==> config.mk <==
export PLATFORM = sky130hd
export DESIGN_NAME = dmem_arbiter_flat
export DESIGN_NICKNAME = d
export VERILOG_FILES = /design/src/rtl/dmem_pkg.sv /design/src/rtl/dmem_arbiter_if.sv /design/src/rtl/dmem_prio_select.sv /design/src/rtl/dmem_arbiter.sv /design/src/flat_wrapper.sv
export SDC_FILE = /design/constraint.sdc
export NUM_CORES = 1
export LEC_CHECK = 0
export ABC_AREA = 1
export ABC_CLOCK_PERIOD_IN_PS = 1700
export BUFFER_PORTS_ARGS = -buffer_cell sky130_fd_sc_hd__buf_2
export CORE_MARGIN = 4
export CORE_UTILIZATION = 40
export DETAILED_ROUTE_END_ITERATION = 10
export HOLD_SLACK_MARGIN = 0.02
export PLACE_DENSITY = 0.76
export SLEW_MARGIN = 20
export SYNTH_ARGS = -nofsm -noshare
export SYNTH_HDL_FRONTEND = slang
export SYNTH_SLANG_ARGS = --single-unit
==> constraint.sdc <==
create_clock -name clk -period 1.7 [get_ports clk]
set_clock_uncertainty 0.05 [all_clocks]
set_input_delay 0.17 -clock clk [delete_from_list [all_inputs] [get_ports clk]]
set_output_delay 0.17 -clock clk [all_outputs]
set_load 0.01 [all_outputs]
==> src/rtl/dmem_pkg.sv <==
// Shared types for the data-memory arbiter: FSM states, requester IDs,
// the latched request record and the address legality rule.
package dmem_pkg;

  localparam int DMEM_ADDR_W = 32;
  localparam int DMEM_DATA_W = 32;

  // Word accesses only: both low address bits must be clear.
  localparam logic [1:0] ALIGN_MASK = 2'b11;

  typedef enum logic [1:0] {
    IDLE,
    ACCESS,
    RESP
  } state_t;

  typedef enum logic {
    REQ_CORE,
    REQ_DBG
  } requester_t;

  typedef struct packed {
    logic                   we;
    logic [DMEM_ADDR_W-1:0] addr;
    logic [DMEM_DATA_W-1:0] wdata;
  } mem_req_t;

  // A request may touch memory only if word aligned and inside the array.
  function automatic logic word_legal(input logic [DMEM_ADDR_W-1:0] addr,
                                      input logic [DMEM_ADDR_W-1:0] limit);
    return ((addr[1:0] & ALIGN_MASK) == 2'b00) && (addr < limit);
  endfunction

endpackage

==> src/rtl/dmem_arbiter_if.sv <==
// Bus bundle between the two requesters, the arbiter and the data memory.
interface dmem_arbiter_if #(
  parameter int DATA_W = 32,
  parameter int ADDR_W = 32
);

  logic              core_req_valid;
  logic              core_req_ready;
  logic              core_req_we;
  logic [ADDR_W-1:0] core_req_addr;
  logic [DATA_W-1:0] core_req_wdata;
  logic              core_rsp_valid;
  logic [DATA_W-1:0] core_rsp_rdata;
  logic              core_rsp_err;

  logic              dbg_req_valid;
  logic              dbg_req_ready;
  logic              dbg_req_we;
  logic [ADDR_W-1:0] dbg_req_addr;
  logic [DATA_W-1:0] dbg_req_wdata;
  logic              dbg_rsp_valid;
  logic [DATA_W-1:0] dbg_rsp_rdata;
  logic              dbg_rsp_err;

  logic [ADDR_W-1:0] mem_addr;
  logic [DATA_W-1:0] mem_wdata;
  logic              mem_we;
  logic              mem_re;
  logic [DATA_W-1:0] mem_rdata;

  // Arbiter side.
  modport slave (
    input  core_req_valid, core_req_we, core_req_addr, core_req_wdata,
    output core_req_ready, core_rsp_valid, core_rsp_rdata, core_rsp_err,
    input  dbg_req_valid, dbg_req_we, dbg_req_addr, dbg_req_wdata,
    output dbg_req_ready, dbg_rsp_valid, dbg_rsp_rdata, dbg_rsp_err,
    output mem_addr, mem_wdata, mem_we, mem_re,
    input  mem_rdata
  );

  // Requester/memory side.
  modport master (
    output core_req_valid, core_req_we, core_req_addr, core_req_wdata,
    input  core_req_ready, core_rsp_valid, core_rsp_rdata, core_rsp_err,
    output dbg_req_valid, dbg_req_we, dbg_req_addr, dbg_req_wdata,
    input  dbg_req_ready, dbg_rsp_valid, dbg_rsp_rdata, dbg_rsp_err,
    input  mem_addr, mem_wdata, mem_we, mem_re,
    output mem_rdata
  );

endinterface

==> src/rtl/dmem_prio_select.sv <==
// Core-first priority select with a saturating starvation counter that
// hands the slot to the debug port once it has waited MAX_WAIT cycles.
module dmem_prio_select
  import dmem_pkg::*;
#(
  parameter int MAX_WAIT = 8
) (
  input  logic       clk,
  input  logic       rst,
  input  logic       core_valid,
  input  logic       dbg_valid,
  input  logic       dbg_accept,
  output requester_t winner,
  output logic       grant_valid
);

  localparam int CW = $clog2(MAX_WAIT + 1);
  localparam logic [CW-1:0] WAIT_MAX = CW'(MAX_WAIT);

  logic [CW-1:0] wait_cnt;
  logic          starved;

  assign starved     = dbg_valid && (wait_cnt == WAIT_MAX);
  assign grant_valid = core_valid || dbg_valid;

  always_comb begin
    winner = REQ_CORE;
    if (starved || (dbg_valid && !core_valid)) winner = REQ_DBG;
  end

  // Counts every cycle debug is pending but not taken, busy cycles included.
  always_ff @(posedge clk) begin
    if (!rst)                         wait_cnt <= '0;
    else if (!dbg_valid || dbg_accept) wait_cnt <= '0;
    else if (wait_cnt != WAIT_MAX)    wait_cnt <= wait_cnt + 1'b1;
  end

endmodule

==> src/rtl/dmem_arbiter.sv <==
// Two-port arbiter/controller for a single-port 256x32 data memory:
// accept -> ACCESS (one registered memory access) -> RESP (one-cycle pulse).
module dmem_arbiter
  import dmem_pkg::*;
#(
  parameter int DATA_W    = DMEM_DATA_W,
  parameter int ADDR_W    = DMEM_ADDR_W,
  parameter int MEM_WORDS = 256,
  parameter int MAX_WAIT  = 8
) (
  input logic           clk,
  input logic           rst,
  dmem_arbiter_if.slave bus
);

  localparam logic [DMEM_ADDR_W-1:0] ADDR_LIMIT = DMEM_ADDR_W'(MEM_WORDS * 4);

  state_t            state;
  requester_t        owner;
  requester_t        winner;
  logic              grant_valid;
  mem_req_t          req_q;
  mem_req_t          sel_req;
  logic              legal_q;
  logic              sel_legal;
  logic              open;
  logic              core_accept;
  logic              dbg_accept;
  logic              accept;
  logic              mem_we_q;
  logic              mem_re_q;
  logic              core_rsp_valid_q;
  logic              core_rsp_err_q;
  logic [DATA_W-1:0] core_rsp_rdata_q;
  logic              dbg_rsp_valid_q;
  logic              dbg_rsp_err_q;
  logic [DATA_W-1:0] dbg_rsp_rdata_q;

  dmem_prio_select #(
    .MAX_WAIT(MAX_WAIT)
  ) u_prio (
    .clk        (clk),
    .rst        (rst),
    .core_valid (bus.core_req_valid),
    .dbg_valid  (bus.dbg_req_valid),
    .dbg_accept (dbg_accept),
    .winner     (winner),
    .grant_valid(grant_valid)
  );

  // A new request can be taken while idle or while the previous one responds.
  assign open = rst && ((state == IDLE) || (state == RESP));

  assign bus.core_req_ready = open && grant_valid && (winner == REQ_CORE);
  assign bus.dbg_req_ready  = open && grant_valid && (winner == REQ_DBG);

  assign core_accept = bus.core_req_valid && bus.core_req_ready;
  assign dbg_accept  = bus.dbg_req_valid && bus.dbg_req_ready;
  assign accept      = core_accept || dbg_accept;

  always_comb begin
    sel_req = '{we: bus.core_req_we, addr: bus.core_req_addr, wdata: bus.core_req_wdata};
    if (winner == REQ_DBG)
      sel_req = '{we: bus.dbg_req_we, addr: bus.dbg_req_addr, wdata: bus.dbg_req_wdata};
  end

  assign sel_legal = word_legal(sel_req.addr, ADDR_LIMIT);

  always_ff @(posedge clk) begin
    if (!rst) begin
      state            <= IDLE;
      owner            <= REQ_CORE;
      req_q            <= '0;
      legal_q          <= 1'b0;
      mem_we_q         <= 1'b0;
      mem_re_q         <= 1'b0;
      core_rsp_valid_q <= 1'b0;
      core_rsp_err_q   <= 1'b0;
      core_rsp_rdata_q <= '0;
      dbg_rsp_valid_q  <= 1'b0;
      dbg_rsp_err_q    <= 1'b0;
      dbg_rsp_rdata_q  <= '0;
    end else begin
      // Response outputs are a single-cycle pulse; cleared unless set below.
      core_rsp_valid_q <= 1'b0;
      core_rsp_err_q   <= 1'b0;
      core_rsp_rdata_q <= '0;
      dbg_rsp_valid_q  <= 1'b0;
      dbg_rsp_err_q    <= 1'b0;
      dbg_rsp_rdata_q  <= '0;

      case (state)
        IDLE, RESP: begin
          if (accept) begin
            state    <= ACCESS;
            owner    <= winner;
            req_q    <= sel_req;
            legal_q  <= sel_legal;
            mem_we_q <= sel_legal && sel_req.we;
            mem_re_q <= sel_legal && !sel_req.we;
          end else begin
            state <= IDLE;
          end
        end

        ACCESS: begin
          state    <= RESP;
          mem_we_q <= 1'b0;
          mem_re_q <= 1'b0;
          if (owner == REQ_CORE) begin
            core_rsp_valid_q <= 1'b1;
            core_rsp_err_q   <= !legal_q;
            core_rsp_rdata_q <= mem_re_q ? bus.mem_rdata : '0;
          end else begin
            dbg_rsp_valid_q <= 1'b1;
            dbg_rsp_err_q   <= !legal_q;
            dbg_rsp_rdata_q <= mem_re_q ? bus.mem_rdata : '0;
          end
        end

        default: state <= IDLE;
      endcase
    end
  end

  // Enables are qualified by reset so an access interrupted by reset never
  // commits its write at the edge that abandons it.
  assign bus.mem_addr  = req_q.addr;
  assign bus.mem_wdata = req_q.wdata;
  assign bus.mem_we    = mem_we_q && rst;
  assign bus.mem_re    = mem_re_q && rst;

  assign bus.core_rsp_valid = core_rsp_valid_q;
  assign bus.core_rsp_err   = core_rsp_err_q;
  assign bus.core_rsp_rdata = core_rsp_rdata_q;
  assign bus.dbg_rsp_valid  = dbg_rsp_valid_q;
  assign bus.dbg_rsp_err    = dbg_rsp_err_q;
  assign bus.dbg_rsp_rdata  = dbg_rsp_rdata_q;

endmodule

==> src/flat_wrapper.sv <==
// flat-port wrapper written by rule: the top's interface ports become plain ports
module dmem_arbiter_flat import dmem_pkg::*;
#(
  parameter int DATA_W    = DMEM_DATA_W,
  parameter int ADDR_W    = DMEM_ADDR_W,
  parameter int MEM_WORDS = 256,
  parameter int MAX_WAIT  = 8
)
  (clk, rst, bus_core_req_valid, bus_core_req_we, bus_core_req_addr, bus_core_req_wdata, bus_core_req_ready, bus_core_rsp_valid, bus_core_rsp_rdata, bus_core_rsp_err, bus_dbg_req_valid, bus_dbg_req_we, bus_dbg_req_addr, bus_dbg_req_wdata, bus_dbg_req_ready, bus_dbg_rsp_valid, bus_dbg_rsp_rdata, bus_dbg_rsp_err, bus_mem_addr, bus_mem_wdata, bus_mem_we, bus_mem_re, bus_mem_rdata);
  dmem_arbiter_if #(.DATA_W(DATA_W), .ADDR_W(ADDR_W)) bus_i ();
  input logic clk;
  input logic rst;
  input wire logic [$bits(bus_i.core_req_valid)-1:0] bus_core_req_valid;
  input wire logic [$bits(bus_i.core_req_we)-1:0] bus_core_req_we;
  input wire logic [$bits(bus_i.core_req_addr)-1:0] bus_core_req_addr;
  input wire logic [$bits(bus_i.core_req_wdata)-1:0] bus_core_req_wdata;
  output wire logic [$bits(bus_i.core_req_ready)-1:0] bus_core_req_ready;
  output wire logic [$bits(bus_i.core_rsp_valid)-1:0] bus_core_rsp_valid;
  output wire logic [$bits(bus_i.core_rsp_rdata)-1:0] bus_core_rsp_rdata;
  output wire logic [$bits(bus_i.core_rsp_err)-1:0] bus_core_rsp_err;
  input wire logic [$bits(bus_i.dbg_req_valid)-1:0] bus_dbg_req_valid;
  input wire logic [$bits(bus_i.dbg_req_we)-1:0] bus_dbg_req_we;
  input wire logic [$bits(bus_i.dbg_req_addr)-1:0] bus_dbg_req_addr;
  input wire logic [$bits(bus_i.dbg_req_wdata)-1:0] bus_dbg_req_wdata;
  output wire logic [$bits(bus_i.dbg_req_ready)-1:0] bus_dbg_req_ready;
  output wire logic [$bits(bus_i.dbg_rsp_valid)-1:0] bus_dbg_rsp_valid;
  output wire logic [$bits(bus_i.dbg_rsp_rdata)-1:0] bus_dbg_rsp_rdata;
  output wire logic [$bits(bus_i.dbg_rsp_err)-1:0] bus_dbg_rsp_err;
  output wire logic [$bits(bus_i.mem_addr)-1:0] bus_mem_addr;
  output wire logic [$bits(bus_i.mem_wdata)-1:0] bus_mem_wdata;
  output wire logic [$bits(bus_i.mem_we)-1:0] bus_mem_we;
  output wire logic [$bits(bus_i.mem_re)-1:0] bus_mem_re;
  input wire logic [$bits(bus_i.mem_rdata)-1:0] bus_mem_rdata;
  assign bus_i.core_req_valid = bus_core_req_valid;
  assign bus_i.core_req_we = bus_core_req_we;
  assign bus_i.core_req_addr = bus_core_req_addr;
  assign bus_i.core_req_wdata = bus_core_req_wdata;
  assign bus_core_req_ready = bus_i.core_req_ready;
  assign bus_core_rsp_valid = bus_i.core_rsp_valid;
  assign bus_core_rsp_rdata = bus_i.core_rsp_rdata;
  assign bus_core_rsp_err = bus_i.core_rsp_err;
  assign bus_i.dbg_req_valid = bus_dbg_req_valid;
  assign bus_i.dbg_req_we = bus_dbg_req_we;
  assign bus_i.dbg_req_addr = bus_dbg_req_addr;
  assign bus_i.dbg_req_wdata = bus_dbg_req_wdata;
  assign bus_dbg_req_ready = bus_i.dbg_req_ready;
  assign bus_dbg_rsp_valid = bus_i.dbg_rsp_valid;
  assign bus_dbg_rsp_rdata = bus_i.dbg_rsp_rdata;
  assign bus_dbg_rsp_err = bus_i.dbg_rsp_err;
  assign bus_mem_addr = bus_i.mem_addr;
  assign bus_mem_wdata = bus_i.mem_wdata;
  assign bus_mem_we = bus_i.mem_we;
  assign bus_mem_re = bus_i.mem_re;
  assign bus_i.mem_rdata = bus_mem_rdata;
  dmem_arbiter #(.DATA_W(DATA_W), .ADDR_W(ADDR_W), .MEM_WORDS(MEM_WORDS), .MAX_WAIT(MAX_WAIT)) u_core (.clk(clk), .rst(rst), .bus(bus_i));
endmodule
== Yosys cells after proc, flatten, opt, wreduce, memory -nomap -nowiden ==
Index checks and enable logic that the tools add are counted.

* $add $sub $neg: 1
* Multipliers: 0
* Div/mod/pow operators: 0
* Magnitude comparators: 1
* Equal/unequal tests: 5
* Shift-type cells: 0
* Mux-type cells: 11
* Bitwise operators: 3
* Reduce and logical (&&, ||, !) cells: 32

{| class="wikitable"
|+ Operator list
! operator !! number
|-
| 65-bit two-way mux || 1
|-
| 32-bit by 11-bit < comparator with 1-bit output, second input constant || 1
|-
| 32-bit two-way mux || 1
|-
| 1-bit logical AND || 13
|-
| 1-bit two-way mux || 6
|-
| 2-bit AND reduction || 3
|-
| 1-bit logical OR || 5
|-
| 4-bit by 1-bit adder with 4-bit output, second input constant || 1
|-
| 4-bit equality test, second input constant || 1
|-
| 1-bit logical NOT || 4
|-
| 2-bit logical NOT || 2
|-
| 4-bit inequality test, second input constant || 1
|-
| 1-bit one-hot mux with 2 select lines || 2
|-
| 2-bit one-hot mux with 2 select lines || 1
|-
| 2-bit OR reduction || 2
|-
| 1-bit inverter || 3
|-
| 3-bit AND reduction || 1
|-
| 3-bit OR reduction || 1
|-
| 2-bit by 1-bit equality test with 1-bit output, second input constant || 1
|-
| 2-bit equality test, second input constant || 1
|-
| 2-bit by 1-bit inequality test with 1-bit output, second input constant || 1
|-
| 2-bit nonzero test || 1
|}

* Register bits: 142
* Bits in latches: 0
* Bits in writable memories: 0
* Bits in read-only memories: 0
* Bits of input ports: 166
* Word-level logic and storage cells: 67
* Memories: 0

== Longest topological paths before layout ==
* Depth after elaboration: 10
* Mapped depth: 13
* Depth with buffers taken out: 13

== By module ==
A second synthesis with hierarchy kept.

* Cell total of the unflattened synthesis: 680
* Area, all modules: 5527.8 um^2

{| class="wikitable"
|+ By module, submodules not included
! module !! instances !! cells each !! area each (um^2) !! seq. area each (um^2)
|-
| dmem_arbiter || 1 || 645 || 5290.1 || 2762.6
|-
| dmem_prio_select || 1 || 35 || 237.7 || 80.1
|}

== Worst setup path after synthesis ==
OpenSTA, ideal clock, no wires.

* Path kind: reg2reg
* From: register u_core.u_prio.wait_cnt[0]
* To: register u_core.legal_q
* Arrival: 1563 ps
* Required time: 1584 ps
* Path slack: 21 ps
* Cell stages (with the launch flop): 14
* Path through: dfxtp_1 -> inv_1 -> ha_1 -> nand4_4 -> nand2_4 -> buf_6 -> nand2_1 -> nand2_1 -> nand2_1 -> nor2_1 -> nand2_1 -> nor2_2 -> nand2_2 -> a21oi_2

* Cells in the longest elaborated chain, start to end: 9

{| class="wikitable"
|+ RTL lines
! item !! RTL line !! text
|-
| from (decl) || dmem_prio_select.sv:20 || <nowiki>logic [CW-1:0] wait_cnt;</nowiki>
|-
| from (signal assigned) || dmem_prio_select.sv:35 || <nowiki>else if (wait_cnt != WAIT_MAX) wait_cnt <= wait_cnt + 1'b1;</nowiki>
|-
| 4-bit equality test (*) || dmem_prio_select.sv:23 || <nowiki>assign starved = dbg_valid && (wait_cnt == WAIT_MAX);</nowiki>
|-
| 1-bit logical AND (*) || dmem_prio_select.sv:23 ||
|-
| 1-bit logical OR (*) || dmem_prio_select.sv:28 || <nowiki>if (starved || (dbg_valid && !core_valid)) winner = REQ_DBG;</nowiki>
|-
| 1-bit two-way mux (*) || dmem_prio_select.sv:28 ||
|-
| parallel branches: the longest is 5 deep, another holds 32-bit by 11-bit < comparator with 1-bit output || - ||
|-
| to (signal assigned) || dmem_arbiter.sv:98 || <nowiki>legal_q <= sel_legal;</nowiki>
|-
| to (decl) || dmem_arbiter.sv:24 || <nowiki>logic legal_q;</nowiki>
|}

Mark *: on every way between the ends.
A chain may end at the register's enable or synchronous reset.

== Worst setup path after layout ==
* From: register u_core.u_prio.wait_cnt[1]
* To: register u_core.legal_q

Same word-level chain as after synthesis.

==> impl_metrics.csv <==
group,metric,value,unit
critical_path,rr_worst_depth,13,
power,p_int,6.16,mW
global_route,overflow,0,
placed_design,dp.final_hpwl,12300,um
power,power_frac_clock,42.3,%
layout,layout.cells.non_filler,1397,
layout,nets,1375,
critical_path,endpoint_kind,"register",
synth,yosysSeqAreaShare,51.4,%
global_route,grt_pass1_vias,7083,
cts,cts_buffers,17,
critical_path,arrival,2.14,ns
layout,final_util,72.3,%
hold_path,min_path_cells,4,
critical_path,timing.rr.start,"u_core.u_prio.wait_cnt[1]",
cts,cts_sinks,142,
critical_path,rrSetupSlack,-0.15,ns
critical_path,worstSetupPathType,"register to register",
placed_design,dp_slack,-0.109,ns
drt,vias,6934,
critical_path,crit_path_max_fanout,7,
power,net-switching-power,2.37,mW
power,p_leak,5.25,nW
drt,drt-pass1-iter-count,5,
sta,fin_crit_sh,109,%
critical_path,critPathSlowestCell,"dfxtp_2",
flow_run,maxCapViolations,0,
placed_design,port_buffers,301,
placed_design,dp_cells,1220,
power,seqPwrFrac,41.4,%
drt,drt_iter0_drc,436,
critical_path,required,2.00,ns
layout,syn2layout_area_growth,75.3,%
synth,yosys_warnings,0,
floorplan,die_h,126,um
layout,finalInstanceArea,9690,sq um
synth,synth_cells,747,
cts,clkTransAtPathRegs,0.07,ns
synth,ys_top_cells_by_area,"dfxtp_1 51%, nand2_1 16%, inv_1 7.3%",
sta,finalSetupViolations,45,
synth,synth.avg_cell_area,7.40,sq um
critical_path,cp-start-kind,"register",
critical_path,r2r-end,"u_core.legal_q",
sta,finalHoldViolations,0,
hold_path,hold_path.startpoint,"bus_core_req_we",
layout,multiInputGateArea,2190,sq um
drt,vias_per_cell,4.96,
run_status,violations,"setup timing",
critical_path,cp-startpoint,"u_core.u_prio.wait_cnt[1]",
placed_design,place_congestion,0.815,
floorplan,core,13400,sq um
drt,drc,0,
sta,relSlewSlack,52.7,%
floorplan,std_cell_rows,42,
power,irDropWorstVdd,0.000645,V
synth,synthesis.nets,915,
sta,period_needed,1.85,ns
floorplan,die_area,15800,sq um
layout,seqCellArea,2850,sq um
cts,cts_buffer_depth,2,
floorplan,ios,302,
power,switching_share,27.8,%
cts,cts_tree,"built",
drt,wire_per_inst,16.4,um
synth,ys_ff_latch,142,
floorplan,die_w,126,um
sta,tightest_slew,0.709,ns
hold_path,hold_path_class,"input pin to register",
layout,n_fill_cell,938,
critical_path,max_stage_delay,0.34,ns
sta,holdWs,0.0247,ns
synth,yosysTopAreaCell,"dfxtp_1",
power,pwr-share-comb,16.4,%
cts,cts-root-buf,"clkbuf_16",
cts,clk_latency,0.41,ns
synth,ys_types,30,
sta,timing.final.ws_setup,-0.145,ns
sta,fmax,542,MHz
run_status,outcome,"complete, but fails checks",
power,p_per_area,881,nW/um^2
layout,drive_gt1_share,37.2,%
sta,slew_viol_final,0,
synth,syn_area,5530,sq um
global_route,grt_max_degree,68,
critical_path,crit_chain,"inv_2 > ha_4 > nand4_4 > nand2_8 > clkbuf_16 > clkbuf_16 > nand2_1 > nand2_1 > nor2_1 > nand2_1 > nor2_2 > nand2_2 > a21oi_2",
power,p_total,8.53,mW
placed_design,placed_cell_area,7420,sq um
global_route,antenna_found_initial,1,
sta,setup_tns,-2.50,ns
synth,synth_top_cell_area_share,51.4,%
hold_path,min_to,"u_core.mem_re_q",
drt,drtAntennaViolNets,0,
global_route,grt_pass1_wl,35400,um
global_route,grt_use_total,27.9,%
drt,wl,23000,um
floorplan,floorplan.initialDensity,41.2,%
sta,rsz0062_at_grt,"yes",
critical_path,cp_common_cell,"nand2_1",
cts,h-tree-depth,4,
-- placed cells by master (no fill, tap or decap), types with 2 or more instances in the layout --
master / n
a21oi_1: 3
a21oi_2: 2
a31oi_1: 8
buf_12: 8
buf_16: 4
buf_2: 299
buf_4: 47
buf_6: 7
buf_8: 2
clkbuf_16: 19
clkinvlp_4: 2
dfxtp_1: 140
dfxtp_2: 2
dlygate4sd3_1: 115
inv_1: 103
inv_2: 6
inv_4: 2
inv_6: 4
inv_8: 7
nand2_1: 211
nand2_2: 24
nand2_4: 5
nand3_1: 66
nand3_2: 2
nand3b_1: 10
nor2_1: 15
nor2_2: 2
nor3_1: 66
o21ai_0: 23
o21ai_2: 2
-- per-layer routing --
layer  vias up  routed length (um)  global-route usage (%)
li1       3243                   -                       -
met1      3142                7930                    28.8
met2       445               11800                    50.9
met3       104                2110                    7.25
met4         0                1110                    16.1
met5         -                   0                       0
-- final cells by class --
| type | instances | share of cell area (%) |
|---|---|---|
| clock inverter | 14 | 1.42 |
| timing repair buffer | 484 | 35.4 |
| inverter | 111 | 4.35 |
| clock buffer | 18 | 4.53 |
| sequential | 142 | 29.4 |
| tap | 176 | 2.27 |
| antenna | 1 | 0.0258 |
| multi-input combinational | 451 | 22.6 |
-- worst max-delay path by stage --
stage                         endpoint  cells past startpoint
floorplan               u_core.legal_q                     13
global placement        u_core.legal_q                     12
detailed placement     u_core.mem_we_q                     12
CTS                 bus_core_req_ready                      9
global route            u_core.legal_q                     13
finish                  u_core.legal_q                     13
-- worst max-delay path: cells and delay by family (launching register included) --
| kind | cells | cell delay, ns |
|---|---|---|
| AOI/OAI and AO/OA | 1 | 0.13 |
| DFF | 1 | 0.34 |
| and+or+nand+nor | 8 | 0.71 |
| buffers and inverters | 3 | 0.38 |
| adders and majority gates | 1 | 0.17 |
-- power by group through the flow --
stage	logic (mW)	clock network, mW	registers [mW]
floorplan	0.430	0	3.65
global placement	0.951	0	3.59
detailed placement	0.961	0	3.60
CTS	1.29	3.63	3.52
global route	1.51	3.82	3.54
finish	1.40	3.61	3.53
-- flip-flops by register name (all words and copies together), names as in the netlist, 2 cells and up --
register and flops:
u_core.bus.core_rsp_rdata 32, u_core.bus.mem_wdata 32, u_core.bus.dbg_rsp_rdata 32, u_core.u_prio.wait_cnt 4
u_core.state 2, u_core.bus.mem_addr 32
-- timing repair --
action                                  CTS  global route
hold endpoints to repair                113             0
gates cloned                              6             2
setup buffers                            20             6
endpoints found under the setup margin   45            64
resized for setup                        29            37
hold buffers                            115             0
pin swaps                                 9            16
-- cells in the mapped netlist, drive strengths merged --
master  number
a21oi        5
a22oi        1
a31oi        8
buf         23
clkbuf      20
dfxtp      142
ha           2
inv        111
mux2i        1
nand2      241
nand3       69
nand3b      10
nand4        1
nor2        17
nor3        67
o21ai       25
o31ai        1
or2          1
or4          1
xnor2        1
-- cells by family (layout without fill, tap and decap cells) --
family / count (synthesis) / after routing / synth area share (%)
other: 0 / 1 / 0
AND/OR/NAND/NOR: 407 / 407 / 32.3
adder cells (fa/ha/maj): 2 / 2 / 0.453
multiplexers: 1 / 1 / 0.181
XOR/XNOR: 1 / 1 / 0.159
AO/OA/AOI/OAI: 40 / 40 / 4.10
buffers and inverters: 154 / 627 / 11.3
flip-flops: 142 / 142 / 51.4
(Power assumes the default switching activity.)
